--- config.mk ---
export PLATFORM = sky130hd
export DESIGN_NAME = pulse2wb
export DESIGN_NICKNAME = d
export VERILOG_FILES = /design/src/rtl/pulse2wb_pkg.sv /design/src/rtl/pulse_sync_edge.sv /design/src/rtl/pulse2wb.sv
export SDC_FILE = /design/constraint.sdc
export NUM_CORES = 1
export LEC_CHECK = 0
export ABC_AREA = 1
export CAP_MARGIN = 20
export CORE_UTILIZATION = 53
export CTS_CLUSTER_SIZE = 30
export DETAILED_ROUTE_END_ITERATION = 8
export MAX_ROUTING_LAYER = met4
export PLACE_DENSITY = 0.78
export SLEW_MARGIN = 20
export SYNTH_ARGS = -nofsm -noshare
export SYNTH_HDL_FRONTEND = slang
export SYNTH_SLANG_ARGS = --single-unit
--- constraint.sdc ---
create_clock -name i_clk -period 1.7 [get_ports i_clk]
set_clock_uncertainty 0.1 [all_clocks]
set_input_delay 0.51 -clock i_clk [delete_from_list [all_inputs] [get_ports i_clk]]
set_output_delay 0.51 -clock i_clk [all_outputs]
set_load 0.02 [all_outputs]
--- src/rtl/pulse2wb_pkg.sv ---
// Shared encodings for the pulse-interval capture peripheral:
// FSM state codes, register offsets and status/control bit positions.
package pulse2wb_pkg;

  typedef enum logic {
    WB_IDLE   = 1'b0,
    WB_ACCESS = 1'b1
  } wb_state_e;

  typedef enum logic {
    MS_DISARM  = 1'b0,
    MS_MEASURE = 1'b1
  } ms_state_e;

  localparam logic REG_PERIOD = 1'b0;
  localparam logic REG_CTRL   = 1'b1;

  localparam int unsigned ST_VALID = 0;
  localparam int unsigned ST_OVF   = 1;
  localparam int unsigned ST_ARMED = 2;

  localparam int unsigned CT_REARM = 0;
  localparam int unsigned CT_IEN   = 1;

endpackage

--- src/rtl/pulse_sync_edge.sv ---
// Multi-flop synchronizer for an asynchronous input followed by a
// registered rising-edge detector (1-cycle strobe, SYNC_STAGES+1 cycles late).
module pulse_sync_edge #(
  parameter int unsigned SYNC_STAGES = 2
) (
  input  logic i_clk,
  input  logic i_rst_n,
  input  logic i_async,
  output logic o_edge
);

  logic [SYNC_STAGES-1:0] sync_q;
  logic                   sync_q_d;
  logic                   edge_q;

  always_ff @(posedge i_clk or negedge i_rst_n) begin
    if (!i_rst_n) begin
      sync_q   <= '0;
      sync_q_d <= 1'b0;
      edge_q   <= 1'b0;
    end else begin
      sync_q   <= {sync_q[SYNC_STAGES-2:0], i_async};
      sync_q_d <= sync_q[SYNC_STAGES-1];
      edge_q   <= sync_q[SYNC_STAGES-1] & ~sync_q_d;
    end
  end

  assign o_edge = edge_q;

endmodule

--- src/rtl/pulse2wb.sv ---
// Pulse-interval capture peripheral: measures cycles between rising edges of
// an async pulse line and exposes PERIOD and CTRL/STATUS over a Wishbone slave.
module pulse2wb
  import pulse2wb_pkg::*;
#(
  parameter int unsigned DSIZE       = 8,
  parameter int unsigned SYNC_STAGES = 2
) (
  input  logic             i_clk,
  input  logic             i_rst_n,
  input  logic             i_stb,
  input  logic             i_we,
  input  logic             i_adr,
  input  logic [DSIZE-1:0] i_dat,
  input  logic             i_e,
  input  logic             i_pulse,
  output logic             o_ack,
  output logic [DSIZE-1:0] o_dat,
  output logic             o_irq
);

  localparam logic [DSIZE-1:0] CNT_MAX = '1;

  wb_state_e        wb_q, wb_d;
  ms_state_e        ms_q, ms_d;
  logic [DSIZE-1:0] cnt_q, cnt_d;
  logic [DSIZE-1:0] period_q, period_d;
  logic [DSIZE-1:0] rdata_q, rdata_d;
  logic             valid_q, valid_d;
  logic             ovf_q, ovf_d;
  logic             ien_q, ien_d;
  logic             we_q, we_d;
  logic             adr_q, adr_d;
  logic [1:0]       wctl_q, wctl_d;

  logic             pulse_edge;
  logic             access, wr_ctrl, rearm, rd_period, capture;
  logic [DSIZE-1:0] status;
  logic             unused_dat;

  assign unused_dat = ^i_dat[DSIZE-1:2];

  pulse_sync_edge #(.SYNC_STAGES(SYNC_STAGES)) u_sync (
    .i_clk   (i_clk),
    .i_rst_n (i_rst_n),
    .i_async (i_pulse),
    .o_edge  (pulse_edge)
  );

  assign access    = (wb_q == WB_ACCESS);
  assign wr_ctrl   = access & we_q & (adr_q == REG_CTRL);
  assign rearm     = wr_ctrl & wctl_q[CT_REARM];
  assign rd_period = access & ~we_q & (adr_q == REG_PERIOD);

  always_comb begin
    status           = '0;
    status[ST_VALID] = valid_q;
    status[ST_OVF]   = ovf_q;
    status[ST_ARMED] = (ms_q == MS_MEASURE);
  end

  always_comb begin
    wb_d     = wb_q;
    ms_d     = ms_q;
    cnt_d    = cnt_q;
    period_d = period_q;
    rdata_d  = rdata_q;
    valid_d  = valid_q;
    ovf_d    = ovf_q;
    ien_d    = ien_q;
    we_d     = we_q;
    adr_d    = adr_q;
    wctl_d   = wctl_q;
    capture  = 1'b0;

    case (wb_q)
      WB_IDLE: begin
        if (i_stb) begin
          wb_d    = WB_ACCESS;
          we_d    = i_we;
          adr_d   = i_adr;
          wctl_d  = i_dat[1:0];
          rdata_d = (i_adr == REG_CTRL) ? status : period_q;
        end
      end
      WB_ACCESS: wb_d = WB_IDLE;
      default:   wb_d = WB_IDLE;
    endcase

    case (ms_q)
      MS_DISARM: begin
        cnt_d = '0;
        if (pulse_edge && i_e) begin
          ms_d  = MS_MEASURE;
          cnt_d = DSIZE'(1);
        end
      end
      MS_MEASURE: begin
        if (!i_e) begin
          ms_d  = MS_DISARM;
          cnt_d = '0;
        end else if (pulse_edge) begin
          period_d = cnt_q;
          capture  = 1'b1;
          cnt_d    = DSIZE'(1);
        end else if (cnt_q != CNT_MAX) begin
          cnt_d = cnt_q + DSIZE'(1);
          if (cnt_q == CNT_MAX - DSIZE'(1)) ovf_d = 1'b1;
        end
      end
      default: ms_d = MS_DISARM;
    endcase

    // Priority: re-arm over capture over read-clear of valid.
    if (rd_period) valid_d = 1'b0;
    if (capture)   valid_d = 1'b1;
    if (wr_ctrl)   ien_d   = wctl_q[CT_IEN];
    if (rearm) begin
      ms_d     = MS_DISARM;
      cnt_d    = '0;
      period_d = period_q;
      valid_d  = 1'b0;
      ovf_d    = 1'b0;
    end
  end

  always_ff @(posedge i_clk or negedge i_rst_n) begin
    if (!i_rst_n) begin
      wb_q     <= WB_IDLE;
      ms_q     <= MS_DISARM;
      cnt_q    <= '0;
      period_q <= '0;
      rdata_q  <= '0;
      valid_q  <= 1'b0;
      ovf_q    <= 1'b0;
      ien_q    <= 1'b0;
      we_q     <= 1'b0;
      adr_q    <= 1'b0;
      wctl_q   <= '0;
    end else begin
      wb_q     <= wb_d;
      ms_q     <= ms_d;
      cnt_q    <= cnt_d;
      period_q <= period_d;
      rdata_q  <= rdata_d;
      valid_q  <= valid_d;
      ovf_q    <= ovf_d;
      ien_q    <= ien_d;
      we_q     <= we_d;
      adr_q    <= adr_d;
      wctl_q   <= wctl_d;
    end
  end

  assign o_ack = access;
  assign o_dat = access ? rdata_q : '0;
  assign o_irq = valid_q & ien_q;

endmodule
After elaboration in Yosys (flattened, before gate mapping)
Index checks and enable logic that the tools add are counted.
Cells by class
  $add $sub $neg: 1
  eq/ne operators: 4
  muxes and demuxes: 26
  bitwise gates (word level): 13
  reduce and logical (&&, ||, !) cells: 9
Operator list (count)
  2-to-1 mux 8 bit: 6
  2-to-1 mux 1 bit: 17
  one-hot mux 8 bit (2 select lines): 1
  adder 8 x 1 -> 8 bit (second input constant): 1
  equality test 8 bit (second input constant): 1
  != test 8 bit (second input constant): 1
  nonzero test 2 bit: 4
  bitwise AND 1 bit: 7
  NOT 1 bit: 6
  != test 5 x 2 -> 1 bit (second input constant): 1
  AND reduction 5 bit: 1
  one-hot mux 1 bit (2 select lines): 2
  AND reduction 4 bit: 1
  nonzero test 3 bit: 1
  != test 2 bit (second input constant): 1
  AND reduction 2 bit: 1
  logical AND 1 bit: 1
Storage, ports and cells
  bits in registers: 37
  bits of input ports: 15
  output and inout bits: 10
  word-level logic and storage cells: 67

Longest topological paths before layout
Gate-level depths: netlist of the first run.
  depth in word-level cells: 7
  depth in mapped cells: 8
  mapped depth without buffers: 8

By module
A second synthesis of the first run with hierarchy kept.
Second synthesis, totals
  cells, all modules: 195
  area, all modules: 1669.1 sq um
By module, submodules not included
  pulse2wb: instances 1, cells each 189, area each 1559.0 sq um, sequential area each 825.8 sq um
  pulse_sync_edge: instances 1, cells each 6, area each 110.1 sq um, sequential area each 100.1 sq um

Worst setup path before layout of the first run
OpenSTA, ideal clock, no wires.
  path kind: register to output
  from: reg wb_q, in the netlist o_ack
  to: out o_dat[0]
  arrival: 0.850 ns
  data required time: 1.090 ns
  setup slack: 0.240 ns
  cell stages (with the launch flop): 4
  buffers on the path: 1
  cells stage by stage: dfrtp_1 > buf_6 > nand2_1 > inv_1
Between the ends
  cells in the longest elaborated chain, start to end: 1
RTL lines
  start: declaration: RTL line pulse2wb.sv:24  | wb_state_e wb_q, wb_d;
  start signal: assignment: RTL line pulse2wb.sv:141  | wb_q <= wb_d;
  2-to-1 mux 8 bit: RTL line pulse2wb.sv:156  | assign o_dat = access ? rdata_q : '0;
  end: declaration: RTL line pulse2wb.sv:18  | output logic [DSIZE-1:0] o_dat,
Every way passes these cells.

Final worst setup path of the first run
  from: reg wb_q, in the netlist o_ack
  to: out o_dat[1]
The elaborated chain is that of the path after synthesis.

==> impl_metrics.toml, run 1 <==
[timing]
max_slew_margin = 0.840
final.period_utilization = 1.03
drv_slew = 0
rsz0062_at_grt = "true"
final.min_clock_period_ns = 1.75
fmax_ghz = 0.572
hold_viol = 0
setup_ws_ns = -0.0472
tightest_slew_ns = 0.240
tns_ns = -0.324
setup_violations = 8

[route]
drc = 0
top_layer = "met4"
drt_iter0_markers = 49
wl_met2_um = 1610
routed_wl_um = 3290
met3WireLength_um = 113
ant_nets = 0
via_per_inst = 4.84
num_vias = 1296
dr.pass1.iters = 4
wl_met1_um = 1510
wl_per_cell_um = 12.3

[grt]
grt_overflow = 0
antenna_found_initial = 0
track_usage = 0.229
grt_max_degree = 38
grt_pass1_vias = 1292
grt_pass1_wl_um = 5590

[setup_path]
regToRegStartpoint = "o_ack$_DFF_PN0_"
cp_max_fo = 4
critPathKind = "flip-flop to output pin"
end_kind = "output pin"
cp.required_ns = 1.09
cp.arrival_ns = 1.14
start_kind = "flip-flop"
rr_worst_depth = 7
crit_start = "o_ack$_DFF_PN0_"

[floorplanning]
fp.dieArea_um2 = 3500
die_w_um = 59.2
pin_count = 25
initial_core_util = 0.563
rows = 20
die_y_um = 59.2
design.core.area_um2 = 3080

[yosys]
seq_area_frac_synth = 0.534
synthArstFlopShare = 1.00
synthSimpleGateAreaFrac = 0.238
synth_top_area_frac = 0.534
synth.net_count = 207
netlist_top_cells_count = "46 x nand2_1, 37 x dfrtp_1, 27 x inv_1"
synthDistinctLibCells = 25
synth_fa_ha_area_frac = 0.0144
synth_top_cell_by_area = "dfrtp_1"
synth_xor_xnor_area_share = 0
synthTopCellsByArea = "dfrtp_1 53%, nand2_1 10%, inv_1 5.8%"
syn_area_um2 = 1730
synth-seq-cells = 37
yosysMostFrequentCell = "nand2_1"
syn_inst = 190
synth.area.mux_share = 0
ys.flop_type = "dfrtp_1"
synth_compound_area_frac = 0.126
synth_top_family_by_area = "simple AND/OR/NAND/NOR gates"
synth_edf_count = 0
yosysWarnings = 0
avgSynthCellArea_um2 = 9.13

[placed_design]
place_congestion = 0.830
port-buffer-count = 18
numPlacedInstances = 255
hpwlAfterDp_um = 2250

[cells_and_area]
n_antenna_cell = 0
nFillCells = 247
drive_gt1_frac = 0.326
syn2layout_area_growth_pct = 26.6
regArea_um2 = 927
nets = 240
multi_input_area_um2 = 686
fin_cells = 268

[power_and_ir_drop]
irDropWorstVdd_uv = 711
power_density_nw_per_um2 = 913
leakage_nw = 1.07
power.total_mw = 2.00

[clock_network]
cts.clk_slew.worst_paths_ns = 0.11
cts-root-buf = "clkbuf_4"
cts_tree = "built"
clock_path_buffers = 2
cts.sinks = 37
clock_latency_ns = 0.35
numCtsBuffers = 5
htree_levels = 2

[min_path]
hold_path_class = "flip-flop to flip-flop"
worstHoldPathCells = 0
hp-start = "u_sync.sync_q[0]$_DFF_PN0_"

[job]
drv_cap = 0

[outcome]
status = "finished, violations left"
violations = "negative setup slack"
-- sequential cells by signal, summed over array words and instances (netlist names) --
register	cells
cnt_q	8
period_q	8
rdata_q	8
u_sync.sync_q	2
wctl_q	2
adr_q	1
ien_q	1
ms_q	1
o_ack	1
ovf_q	1
u_sync.o_edge	1
u_sync.sync_q_d	1
valid_q	1
we_q	1
-- layout make-up --
type                       instances  area share
sequential                        37       0.422
multi-input combinational        119       0.312
timing repair buffer              29       0.139
inverter                          31      0.0542
clock inverter                     3      0.0296
tap                               44      0.0251
clock buffer                       5      0.0171
-- worst max-delay path, stage by stage (launching register included) --
cell	delay, ns
dfrtp_2	0.45
buf_6	0.14
nand2_4	0.05
inv_2	0.03
buf_6	0.12
-- cells by family after synthesis --
family	count (synthesis)
AO/OA/AOI/OAI	33
adder cells (fa/ha/maj)	2
buffers and inverters	34
flip-flops	37
AND/OR/NAND/NOR	84
-- placed cells by master, fill, tap and decap left out, drive strengths merged --
cell,Yosys,routed
o21ai,20,20
nor2,22,22
a21oi,8,8
nand3,7,7
nand4,2,2
a22o,5,5
buf,3,21
nand2,52,52
nor3,1,1
clkinv,1,2
inv,30,30
bufinv,0,2
ha,2,2
clkbuf,0,5
clkdlybuf4s50,0,8
dfrtp,37,37
-- power breakdown --
part	leakage, nW	internal (mW)	switching [mW]	total, mW
Clock	0.0552	0.455	0.306	0.761
Combinational	0.523	0.113	0.135	0.249
Sequential	0.489	0.943	0.0503	0.993
-- through the flow --
stage          utilization  setup WS [ns]  area (um^2)  hold WS (ns)
2_1_floorplan            -          0.240         1730         0.114
3_3_place_gp         0.652         -0.192         2010         0.243
3_5_place_dp         0.652         -0.247         2010         0.238
4_1_cts              0.709        -0.0537         2180         0.264
5_1_grt              0.713        -0.0908         2190         0.278
6_report             0.713        -0.0472         2190         0.262
-- what timing repair did --
action	CTS	global route
pin swaps	0	0
setup buffers	5	0
endpoints found under the setup margin	10	9
resized for setup	79	3
hold buffers	0	0
-- worst paths after layout --
kind / end / slack [ns]
max in group asynchronous: o_ack$_DFF_PN0_ / 0.88
setup / recovery: o_dat[1] / -0.05
setup reg to reg: period_q[6]$_DFFE_PN0P_ / 0.21
hold / removal: u_sync.sync_q[1]$_DFF_PN0_ / 0.26
hold reg to reg: u_sync.sync_q[1]$_DFF_PN0_ / 0.26
min in group asynchronous: cnt_q[1]$_DFFE_PN0P_ / 0.42
-- per-layer routing --
layer,global-route usage,vias to the layer above
li1,-,663
met1,0.262,603
met2,0.387,23
met3,0.0633,7
met4,0.0748,0
met5,-,-
Power figures use the tool's default switching activity.
==> run 2, diff against run 1 <==
Settings changed: GPL_TIMING_DRIVEN set to 0.
==> run 2 against run 1 <==
Against the previous run: the flow still finishes with violations (negative setup slack); count of clock-buffer cells in the layout increased by 2; global-route usage is 0.96 points lower; sequential share of layout area up 1.1 points; sequential cell count is the same; largest cell class unchanged; highest routed layer unchanged.
==> impl_metrics.toml, run 2 (synthesis results as in run 1) <==
[power_and_ir_drop]
p_int_mw = 1.25
power_density_nw_per_um2 = 792
irDropWorstVdd_uv = 597
power.total_mw = 1.69
p_comb_frac = 0.146
seq_power_share = 0.582
leakage_nw = 1.04
power.share.switching = 0.262
clkPwrFrac = 0.272
p_sw_mw = 0.445

[outcome]
status = "finished, violations left"
violations = "negative setup slack"

[cells_and_area]
final_common_cell = "nand2_1"
nets = 240
fin_area_um2 = 2140
fin_util = 0.695
drive_gt1_frac = 0.314
fin_cells = 267
final_cell_mix = "38 x nand2_1, 37 x dfrtp_1, 19 x inv_1"
nFillCells = 247
n_antenna_cell = 0
top_regs = "cnt_q x8, period_q x8, rdata_q x8"
syn2layout_area_growth_pct = 23.3

[route]
wl_per_cell_um = 11.9
via_per_inst = 4.88
drc = 0
drt_iter0_markers = 33
dr.pass1.iters = 4
ant_nets = 0
routed_wl_um = 3180
num_vias = 1304

[setup_path]
start_kind = "flip-flop"
regToRegStartpoint = "o_ack$_DFF_PN0_"
cp_max_fo = 5
cp.required_ns = 1.09
crit_chain = "buf_6 > nand2_4 > inv_2 > buf_6"
rr_worst_depth = 8
critPathKind = "flip-flop to output pin"
crit_top_cell = "buf_6"
end_kind = "output pin"
crit_start = "o_ack$_DFF_PN0_"
cp.arrival_ns = 1.14
cp_slowest_stage_delay_ns = 0.44
cpMaxStageDelayCell = "dfrtp_1"

[placed_design]
hpwlAfterDp_um = 2370
dp_slack_ns = -0.227
place_congestion = 0.921
numPlacedInstances = 253
port-buffer-count = 18
dpl_cell_area_um2 = 1990

[grt]
antenna_found_initial = 0
track_usage = 0.219
grt_pass1_wl_um = 5460
grt_pass1_vias = 1306
grt_overflow = 0
grt_max_degree = 24

[floorplanning]
design.core.area_um2 = 3080
die_y_um = 59.2
die_w_um = 59.2
pin_count = 25
fp.dieArea_um2 = 3500
initial_core_util = 0.563
rows = 20

[timing]
final.min_clock_period_ns = 1.75
max_slew_margin = 0.746
setup_ws_ns = -0.0546
final.period_utilization = 1.03
drv_slew = 0
fmax_ghz = 0.570
tightest_slew_ns = 0.380
rsz0062_at_grt = "true"
tns_ns = -0.320
hold_viol = 0
setup_violations = 8
fin_worst_hold_slack_ns = 0.267

[clock_network]
cts-root-buf = "clkbuf_4"
cts.sinks = 37
numCtsBuffers = 5
cts.clk_slew.worst_paths_ns = 0.10
cts_tree = "built"
htree_levels = 2
clock_path_buffers = 2
clock_latency_ns = 0.33

[min_path]
hp-start = "u_sync.sync_q[0]$_DFF_PN0_"
hold_path_class = "flip-flop to flip-flop"
worstHoldPathCells = 0

[job]
drv_cap = 0
[run 2: cell types whose count changed in the layout (fill, tap and decap cells not counted), sizes merged]
cell | before | now
bufinv | 2 | 0
dlygate4sd3 | 0 | 1
clkdlybuf4s50 | 8 | 7
clkinv | 2 | 1
clkbuf | 5 | 7
[run 2: routing by layer]
layer  vias up  global-route usage  share of wire
met4         0              0.0952          0.015
met2        22               0.379           0.53
li1        658                   -              -
met1       619               0.244           0.43
met5         -                   -              0
met3         5              0.0459          0.025
[run 2: repair_timing]
action / CTS / global route
buffers inserted: 3 / 2
pin swaps: 0 / 0
gates resized for setup: 64 / 13
hold buffers: 1 / 0
gates cloned: 1 / 0
setup endpoints to repair: 10 / 10
hold endpoints to repair: 14 / 0
[run 2: worst max-delay path, delay by kind of cell, from the launching register on]
family        cells  cell delay [ns]
flops             1             0.44
buf+inv           3             0.32
simple gates      1             0.06
[run 2: layout make-up]
| class | instances | area (um^2) | share of cell area |
|---|---|---|---|
| plain buffers | 3 | 33.8 | 0.0158 |
| clock buffers | 7 | 55.1 | 0.0257 |
| inverters | 31 | 119 | 0.0556 |
| multi-input cells | 119 | 686 | 0.321 |
| flip-flops and latches | 37 | 926 | 0.433 |
| well taps | 44 | 55.1 | 0.0257 |
| repair buffers | 26 | 264 | 0.123 |
[run 2: final timing paths]
path,slack [ns],to
min in group asynchronous,0.51,cnt_q[2]$_DFFE_PN0P_
max in group asynchronous,0.56,rdata_q[1]$_DFFE_PN0P_
min reg2reg,0.27,u_sync.sync_q[1]$_DFF_PN0_
min,0.27,u_sync.sync_q[1]$_DFF_PN0_
max reg2reg,0.17,rdata_q[7]$_DFFE_PN0P_
max,-0.05,o_dat[2]
[run 2: power groups by stage]
stage / sequential (mW) / combinational [mW] / clock, mW
after detailed placement: 1.00 / 0.218 / 0
after global placement: 1.00 / 0.202 / 0
after CTS: 0.985 / 0.235 / 0.478
final: 0.986 / 0.247 / 0.460
after global routing: 0.995 / 0.277 / 0.504
after floorplan: 0.994 / 0.129 / 0
==> run 3, diff against run 2 <==
Settings changed: CAP_MARGIN 20 to unset.
==> results of run 3 <==
No change in the layout: final DEF, timing and power equal those of run 2.
